### config.mk
export PLATFORM = sky130hd
export DESIGN_NAME = world_pixel_fetch
export DESIGN_NICKNAME = d
export VERILOG_FILES = /design/src/rtl/world_pixel_fetch.sv
export SDC_FILE = /design/constraint.sdc
export NUM_CORES = 1
export LEC_CHECK = 0
export CAP_MARGIN = 20
export CELL_PAD_IN_SITES_DETAIL_PLACEMENT = 1
export CELL_PAD_IN_SITES_GLOBAL_PLACEMENT = 1
export CORE_MARGIN = 2
export CORE_UTILIZATION = 44
export CTS_BUF_LIST = sky130_fd_sc_hd__clkbuf_8 sky130_fd_sc_hd__clkbuf_16
export DETAILED_ROUTE_END_ITERATION = 7
export PLACE_DENSITY_LB_ADDON = 0.1
export SYNTH_ARGS = -nofsm -noshare
export SYNTH_HDL_FRONTEND = slang
export SYNTH_SLANG_ARGS = --single-unit
### constraint.sdc
create_clock -name clk_i -period 9.6 [get_ports clk_i]
set_input_delay 2.4 -clock clk_i [delete_from_list [all_inputs] [get_ports clk_i]]
set_output_delay 2.4 -clock clk_i [all_outputs]
set_load 0.02 [all_outputs]
### src/rtl/world_pixel_fetch.sv
// World-map pixel fetch: beam position + double-buffered camera scroll -> index ROM
// address, then ROM data re-registered as a palette index aligned with active video.
module world_pixel_fetch #(
  parameter int WORLD_W = 3584,
  parameter int WORLD_H = 240,
  parameter int VIEW_W  = 320,
  parameter int ADDR_W  = 20,
  parameter int ROM_LAT = 1
) (
  input  logic              clk_i,
  input  logic              reset_n_i,
  input  logic [9:0]        draw_x_i,
  input  logic [9:0]        draw_y_i,
  input  logic              active_in_i,
  input  logic              frame_start_i,
  input  logic [11:0]       scroll_in_i,
  input  logic              scroll_we_i,
  output logic              scroll_pending_o,
  output logic [ADDR_W-1:0] rom_addr_o,
  input  logic [3:0]        rom_q_i,
  output logic [3:0]        index_o,
  output logic              active_out_o
);

  localparam logic [11:0] SCROLL_MAX = 12'(WORLD_W - VIEW_W);
  localparam logic [12:0] WW13       = 13'(WORLD_W);
  localparam logic [8:0]  WY_MAX     = 9'(WORLD_H - 1);

  logic [11:0]       scroll_sat;
  logic [11:0]       scroll_shadow_q, scroll_shadow_d;
  logic [11:0]       scroll_live_q, scroll_live_d;
  logic              scroll_pending_q, scroll_pending_d;
  logic [12:0]       wx_sum, wx;
  logic [8:0]        wy;
  logic [ADDR_W-1:0] rom_addr_q, rom_addr_d;
  logic [ROM_LAT:0]  vld_pipe_q;
  logic [3:0]        index_q;
  logic              active_out_q;
  logic              unused_lsbs;

  // Pixel doubling drops the beam LSBs.
  assign unused_lsbs = ^{draw_x_i[0], draw_y_i[0]};

  // Live scroll only moves on frame_start so a frame never tears; a write landing on
  // the frame_start cycle bypasses the shadow.
  always_comb begin
    scroll_sat       = (scroll_in_i > SCROLL_MAX) ? SCROLL_MAX : scroll_in_i;
    scroll_shadow_d  = scroll_shadow_q;
    scroll_live_d    = scroll_live_q;
    scroll_pending_d = scroll_pending_q;
    if (scroll_we_i) begin
      scroll_shadow_d  = scroll_sat;
      scroll_pending_d = 1'b1;
    end
    if (frame_start_i) begin
      if (scroll_we_i) begin
        scroll_live_d    = scroll_sat;
        scroll_pending_d = 1'b0;
      end else if (scroll_pending_q) begin
        scroll_live_d    = scroll_shadow_q;
        scroll_pending_d = 1'b0;
      end
    end
  end

  always_comb begin
    wx_sum     = 13'(draw_x_i[9:1]) + {1'b0, scroll_live_q};
    wx         = (wx_sum >= WW13) ? wx_sum - WW13 : wx_sum;
    wy         = (draw_y_i[9:1] > WY_MAX) ? WY_MAX : draw_y_i[9:1];
    // Address held during blanking to keep the ROM bus quiet.
    rom_addr_d = active_in_i ? (ADDR_W'(wy) * ADDR_W'(WORLD_W) + ADDR_W'(wx)) : rom_addr_q;
  end

  always_ff @(posedge clk_i or negedge reset_n_i) begin
    if (!reset_n_i) begin
      scroll_shadow_q  <= '0;
      scroll_live_q    <= '0;
      scroll_pending_q <= 1'b0;
      rom_addr_q       <= '0;
      vld_pipe_q       <= '0;
      index_q          <= 4'h0;
      active_out_q     <= 1'b0;
    end else begin
      scroll_shadow_q  <= scroll_shadow_d;
      scroll_live_q    <= scroll_live_d;
      scroll_pending_q <= scroll_pending_d;
      rom_addr_q       <= rom_addr_d;
      vld_pipe_q       <= {vld_pipe_q[ROM_LAT-1:0], active_in_i};
      index_q          <= vld_pipe_q[ROM_LAT] ? rom_q_i : 4'h0;
      active_out_q     <= vld_pipe_q[ROM_LAT];
    end
  end

  assign scroll_pending_o = scroll_pending_q;
  assign rom_addr_o       = rom_addr_q;
  assign index_o          = index_q;
  assign active_out_o     = active_out_q;

endmodule

==> impl_metrics.py <==
metrics = {
    "status": {
        "status": "completed",
    },
    "yosys": {
        "synth_edf_count": 0,
        "synthTopCellsByArea": "dfrtp_1 38%, ha_1 9.5%, mux2_2 7.9%, fa_1 5.2%, xnor2_1 3.8%",
        "syn_inst": 326,
        "yosysTopAreaCell": "dfrtp_1",
        "yosysSeqAreaShare_pct": 37.9,
        "synth_ff_type": "dfrtp_1",
        "synth_cell_types": 52,
        "yosys.area.top_type_share_pct": 37.9,
        "syn_area_per_cell_um2": 10.5,
        "yosysWarningCount": 0,
        "async_flop_share_pct": 100,
        "syn_area_mm2": 0.00343,
        "synth-seq-cells": 52,
    },
    "drt": {
        "routedWlPerCell_um": 14.8,
        "wl_met2_mm": 3.51,
        "drt_drc_violations_left": 0,
        "top_layer": "met4",
        "vias": 2593,
        "wl_met1_mm": 3.55,
        "firstDrtPassIters": 4,
        "ant_nets": 0,
        "viasPerCell": 5.25,
        "drtIter0Drc": 69,
        "wl_met3_um": 200,
        "routed_wl_mm": 7.31,
    },
    "global_route": {
        "grt.overflow.total": 0,
        "grt_pass1_vias": 2651,
        "grt.total_usage_pct": 18.0,
        "grt_pass1_wl_mm": 12.4,
        "antenna_found_initial": 0,
        "grt_max_degree": 53,
    },
    "placement": {
        "io_buffer_count": 64,
        "dp.final_hpwl_mm": 5.89,
        "gp_congestion": 0.807,
    },
    "worst_setup_path": {
        "worstSetupStartpoint": "draw_x_i[1]",
        "r2r_cells": 24,
        "cp_common_cell": "ha_1",
        "worstSetupPathType": "primary input to register",
        "cp-end-kind": "register",
        "r2r_slack_ns": 3.75,
        "crit_required_ns": 9.79,
        "start_kind": "primary input",
        "critPathSlowestCell": "clkdlybuf4s50_1",
        "rr_endpoint": "rom_addr_o[19]$_DFFE_PN0P_",
        "r2r_start": "scroll_live_q[0]$_DFFE_PN0P_",
        "slowest_delay_ns": 0.41,
        "critPathMaxFanout": 6,
        "critPathArrivalTime_ns": 8.16,
    },
    "clock_network": {
        "cts_resized": 0,
        "clkTransAtPathRegs_ns": 0.08,
        "holdBufCountCts": 0,
        "ctsLongestPathBuffers": 2,
        "post_cts_buffers": 0,
        "clk-insertion-delay-late_ns": 0.31,
        "cts_tree": "built",
        "htree_levels": 2,
        "numCtsBuffers": 5,
        "clockRootBuffer": "clkbuf_8",
        "numClockSinks": 52,
    },
    "floorplanning": {
        "die_w_um": 92.4,
        "ios": 67,
        "core_area_mm2": 0.00765,
        "die_area_mm2": 0.00853,
        "std_cell_rows": 32,
        "die_h_um": 92.4,
        "start_util_pct": 44.9,
    },
    "timing": {
        "setup-violations-final": 0,
        "slew_headroom_pct": 57.4,
        "rsz0062_at_grt": "no",
        "period_share_pct": 83.1,
        "hold_viol": 0,
        "tightest_slew_ns": 0.640,
        "fin_setup_tns_ns": 0,
        "fmax_mhz": 125,
        "fin_crit_ns": 7.97,
        "slew_violations": 0,
        "skew_ns": 0.0163,
    },
    "power": {
        "clockPowerShare_pct": 13.8,
        "seq_power_share_pct": 33.3,
        "p_sw_share_pct": 38.7,
        "p_int_mw": 0.567,
        "combPwrFrac_pct": 52.9,
        "p_sw_mw": 0.358,
        "p_total_mw": 0.925,
        "power.density_mw_per_mm2": 219,
        "vdd_drop_max_mv": 0.129,
        "power.static_leakage_nw": 1.84,
    },
    "final_layout": {
        "antennaDiodeCount": 0,
        "drive_above_1_share_pct": 12.0,
        "area_delta_synth_final_pct": 23.2,
        "nets": 467,
    },
    "hold_path": {
        "hp-start": "vld_pipe_q[0]$_DFF_PN0_",
        "min_path_type": "register to register",
        "hold_depth": 0,
        "min_to": "vld_pipe_q[1]$_DFF_PN0_",
    },
    "run": {
        "cap_violations": 0,
    },
}
[state kept, by name, indices dropped and copies added, names as in the netlist]
name,cells
rom_addr_o,20
scroll_live_q,12
scroll_shadow_q,12
index_o,4
vld_pipe_q,2
active_out_o,1
scroll_pending_o,1
[synthesized netlist by cell type (all sizes together), types with 3 or more instances]
master   n
dfrtp   52
xnor2   15
nor3     8
clkbuf   6
nand2   15
and2     5
o21bai   3
nand2b   4
ha      26
a211oi   3
and3     4
nand4    3
or3      3
inv     21
o21ai   17
nor2    18
xor2    13
fa       9
nand3   10
mux2    24
buf      3
mux2i    4
a21oi   17
a21o    10
or2      3
[layout by cell type (no fill, tap or decap), types with 2 or more instances in the layout]
| cell | synthesis | routed |
|---|---|---|
| xnor2_1 | 15 | 15 |
| clkbuf_8 | 0 | 6 |
| clkdlybuf4s50_1 | 0 | 63 |
| ha_1 | 26 | 26 |
| o22a_1 | 2 | 2 |
| dfrtp_1 | 52 | 52 |
| and3_1 | 2 | 2 |
| nand2_1 | 15 | 15 |
| and3_2 | 2 | 2 |
| o21ai_1 | 4 | 4 |
| o211ai_1 | 2 | 2 |
| a211oi_1 | 3 | 3 |
| conb_1 | 2 | 3 |
| a31o_2 | 2 | 2 |
| nand2b_1 | 4 | 4 |
| nor3_1 | 8 | 8 |
| nand4_1 | 3 | 3 |
| fa_1 | 9 | 9 |
| nor2_1 | 18 | 18 |
| mux2_2 | 24 | 24 |
| mux2i_1 | 4 | 4 |
| buf_4 | 0 | 3 |
| a21o_1 | 10 | 10 |
| nand3b_1 | 2 | 2 |
| or3_1 | 3 | 3 |
| nand3_1 | 10 | 10 |
| xor2_1 | 13 | 13 |
| inv_1 | 21 | 22 |
| and2_1 | 5 | 5 |
| or2_2 | 3 | 3 |
| o2111ai_1 | 2 | 2 |
| o21bai_1 | 3 | 3 |
| a21oi_1 | 17 | 17 |
| o22ai_1 | 2 | 2 |
| o21ai_0 | 13 | 13 |
[how the worst max path moves through the flow]
stage                                 endpoint
floorplan           rom_addr_o[19]$_DFFE_PN0P_
global placement    rom_addr_o[19]$_DFFE_PN0P_
detailed placement  rom_addr_o[19]$_DFFE_PN0P_
CTS                 rom_addr_o[19]$_DFFE_PN0P_
global route        rom_addr_o[19]$_DFFE_PN0P_
finish              rom_addr_o[19]$_DFFE_PN0P_
[through the flow]
step           utilization [%]  worst slack, ns  hold slack (ns)  cell area (µm²)  cells
3_5_place_dp              54.1             1.25            0.350             4140    486
4_1_cts                   55.3             1.57            0.372             4230    494
3_3_place_gp              54.1             1.50            0.334             4140    486
6_report                  55.3             1.63            0.363             4230    494
2_1_floorplan                -             2.56            0.331             3440    327
5_1_grt                   55.3             1.26            0.378             4230    494
[critical path: cells and delay by family]
kind	cells	cell delay [ns]
AOI/OAI and AO/OA	9	1.78
xor gates and xnor gates	3	0.58
adders and majority gates	5	1.59
buffers and inverters	2	0.48
muxes	1	0.26
and+or+nand+nor	5	1.08
[power by group through the flow]
stage	Sequential, mW	Combinational (mW)	Clock, mW
global route	0.316	0.541	0.141
CTS	0.309	0.495	0.133
floorplan	0.354	0.287	0
global placement	0.311	0.478	0
detailed placement	0.313	0.490	0
finish	0.308	0.489	0.128
[final cells by class]
class / count / area (µm²)
Inverter: 21 / 78.8
Clock buffer: 6 / 82.6
Multi-Input combinational cell: 244 / 1970
Timing Repair Buffer: 67 / 658
Tap cell: 102 / 128
Sequential cell: 52 / 1300
Fill cell: 855 / 3420
Clock inverter: 2 / 11.3
[cells by family after synthesis]
group | after synthesis | synth area share (%)
other | 2 | 0.219
AO/OA/AOI/OAI | 71 | 14.3
multiplexers | 28 | 9.03
buffers and inverters | 31 | 4.85
flip-flops | 52 | 37.9
adder cells (fa/ha/maj) | 35 | 14.7
XOR/XNOR | 28 | 7.14
AND/OR/NAND/NOR | 79 | 11.8
[layer usage]
layer | vias to the layer above | GRT usage [%]
met5 | - | 0
met4 | 0 | 3.61
li1 | 1277 | -
met1 | 1271 | 25.3
met2 | 41 | 29.9
met3 | 4 | 2.77
(Power assumes the default switching activity.)
==> edit: new RTL, config.mk and constraints unchanged <==
Make the reset (`reset_n_i`) synchronous in one clocked block.
--- a/src/rtl/world_pixel_fetch.sv
+++ b/src/rtl/world_pixel_fetch.sv
@@ -72,5 +72,5 @@
   end
 
-  always_ff @(posedge clk_i or negedge reset_n_i) begin
+  always_ff @(posedge clk_i) begin
     if (!reset_n_i) begin
       scroll_shadow_q  <= '0;
Formal check against the unedited RTL: differs if reset_n_i is asserted again (counterexample within 4 cycles, from zero or initial values and one cycle with reset_n_i low); with reset_n_i held inactive, the same outputs for 4 cycles.
==> edit against the unedited design <==
  * Wire length increased by 2.5%
  * Design area is 3.5% lower
  * Worst setup slack gained 500 ps
  * Hold slack better by 100 ps
  * Area after synthesis shrank 5.5%
  * Global-route usage rose by 1.1 points
  * Non-clock buffer count unchanged
  * First-iteration DRC count fell by 39%
  * Sequential cell count did not move
Power is not compared: it rests on default switching activity, and its combinational part moved more than twofold at a synthesized area within 25%.
==> edit: results (changes against the unedited design) <==
| Metric | Value |
|---|---|
| WHS Endpoint | `vld_pipe_q[1] (unchanged)` |
| Fillers | `868 (was 855)` |
| Yosys cell types | `56 (was 52)` |
| Hold path start | `vld_pipe_q[0] (unchanged)` |
| First-pass GRT wire length | `12990 um (was 12390 um)` |
| FF/Latch Area | `0.001041 mm2 (was 0.001301 mm2)` |
| Gpl congestion | `0.8012 (was 0.8071)` |
| Worst path slowest cell | `fa_1 (was clkdlybuf4s50_1)` |
| CP max stage delay | `440 ps (was 410 ps)` |
| Core area | `0.007214 mm2 (was 0.007647 mm2)` |
| DP Area | `0.003989 mm2 (was 0.004136 mm2)` |
| Total GRT Usage | `19.14% (was 18.05%)` |
| R2r startpoint | `scroll_live_q[0] (unchanged)` |
| R2R cell count | `23 (was 24)` |
| Area used by multi-input combinational logic | `0.002120 mm2 (was 0.001971 mm2)` |
| R2R setup slack | `4320 ps (was 3750 ps)` |
| Outcome | `complete, no violations (unchanged)` |
| Compound-Gate Fraction of Synth Area | `21.35% (was 14.32%)` |
| Hold_ws | `463.1 ps (was 363.3 ps)` |
| Largest net degree at the start of global routing | `42 (was 53)` |
| Post-Synth XOR/XNOR Area | `6.628% (was 7.140%)` |
| Post-synthesis mux area share | `3.699% (was 9.035%)` |
| Synth Area in Adders | `15.57% (was 14.72%)` |
| Slew Limit Headroom | `56.16% (was 57.35%)` |
| Top post-synthesis cells by area | `dfxtp_1 (32%), ha_1 (10%), fa_1 (5.5%), nor2_1 (5.4%), a211oi_1 (4.9%) (was dfrtp_1 (38%), ha_1 (9.5%), mux2_2 (7.9%), fa_1 (5.2%), xnor2_1 (3.8%))` |
-- edit: cell types whose count changed in the layout (fill, tap and decap cells not counted), sizes merged, moves of 5 or more --
| cell | before | now |
|---|---|---|
| dfxtp | 0 | 52 |
| dfrtp | 52 | 0 |
| a211oi | 3 | 21 |
| nor3 | 8 | 3 |
| mux2i | 4 | 12 |
| nor2b | 1 | 13 |
| nor2 | 18 | 47 |
| a21oi | 17 | 24 |
| xor2 | 13 | 8 |
| mux2 | 24 | 0 |
| inv | 22 | 12 |
-- edit: layer usage --
metal	global-route usage, %	wire length [um]
met4	4.615	87
met3	3.101	216
met5	0	0
met2	37.25	4054
met1	21.67	3140
-- edit: metrics by stage --
step                      utilization (%)  std cells
after floorplan                         -        363
after global placement              55.29        516
after detailed placement            55.29        516
after CTS                           56.61        524
after global routing                56.61        524
final                               56.61        524
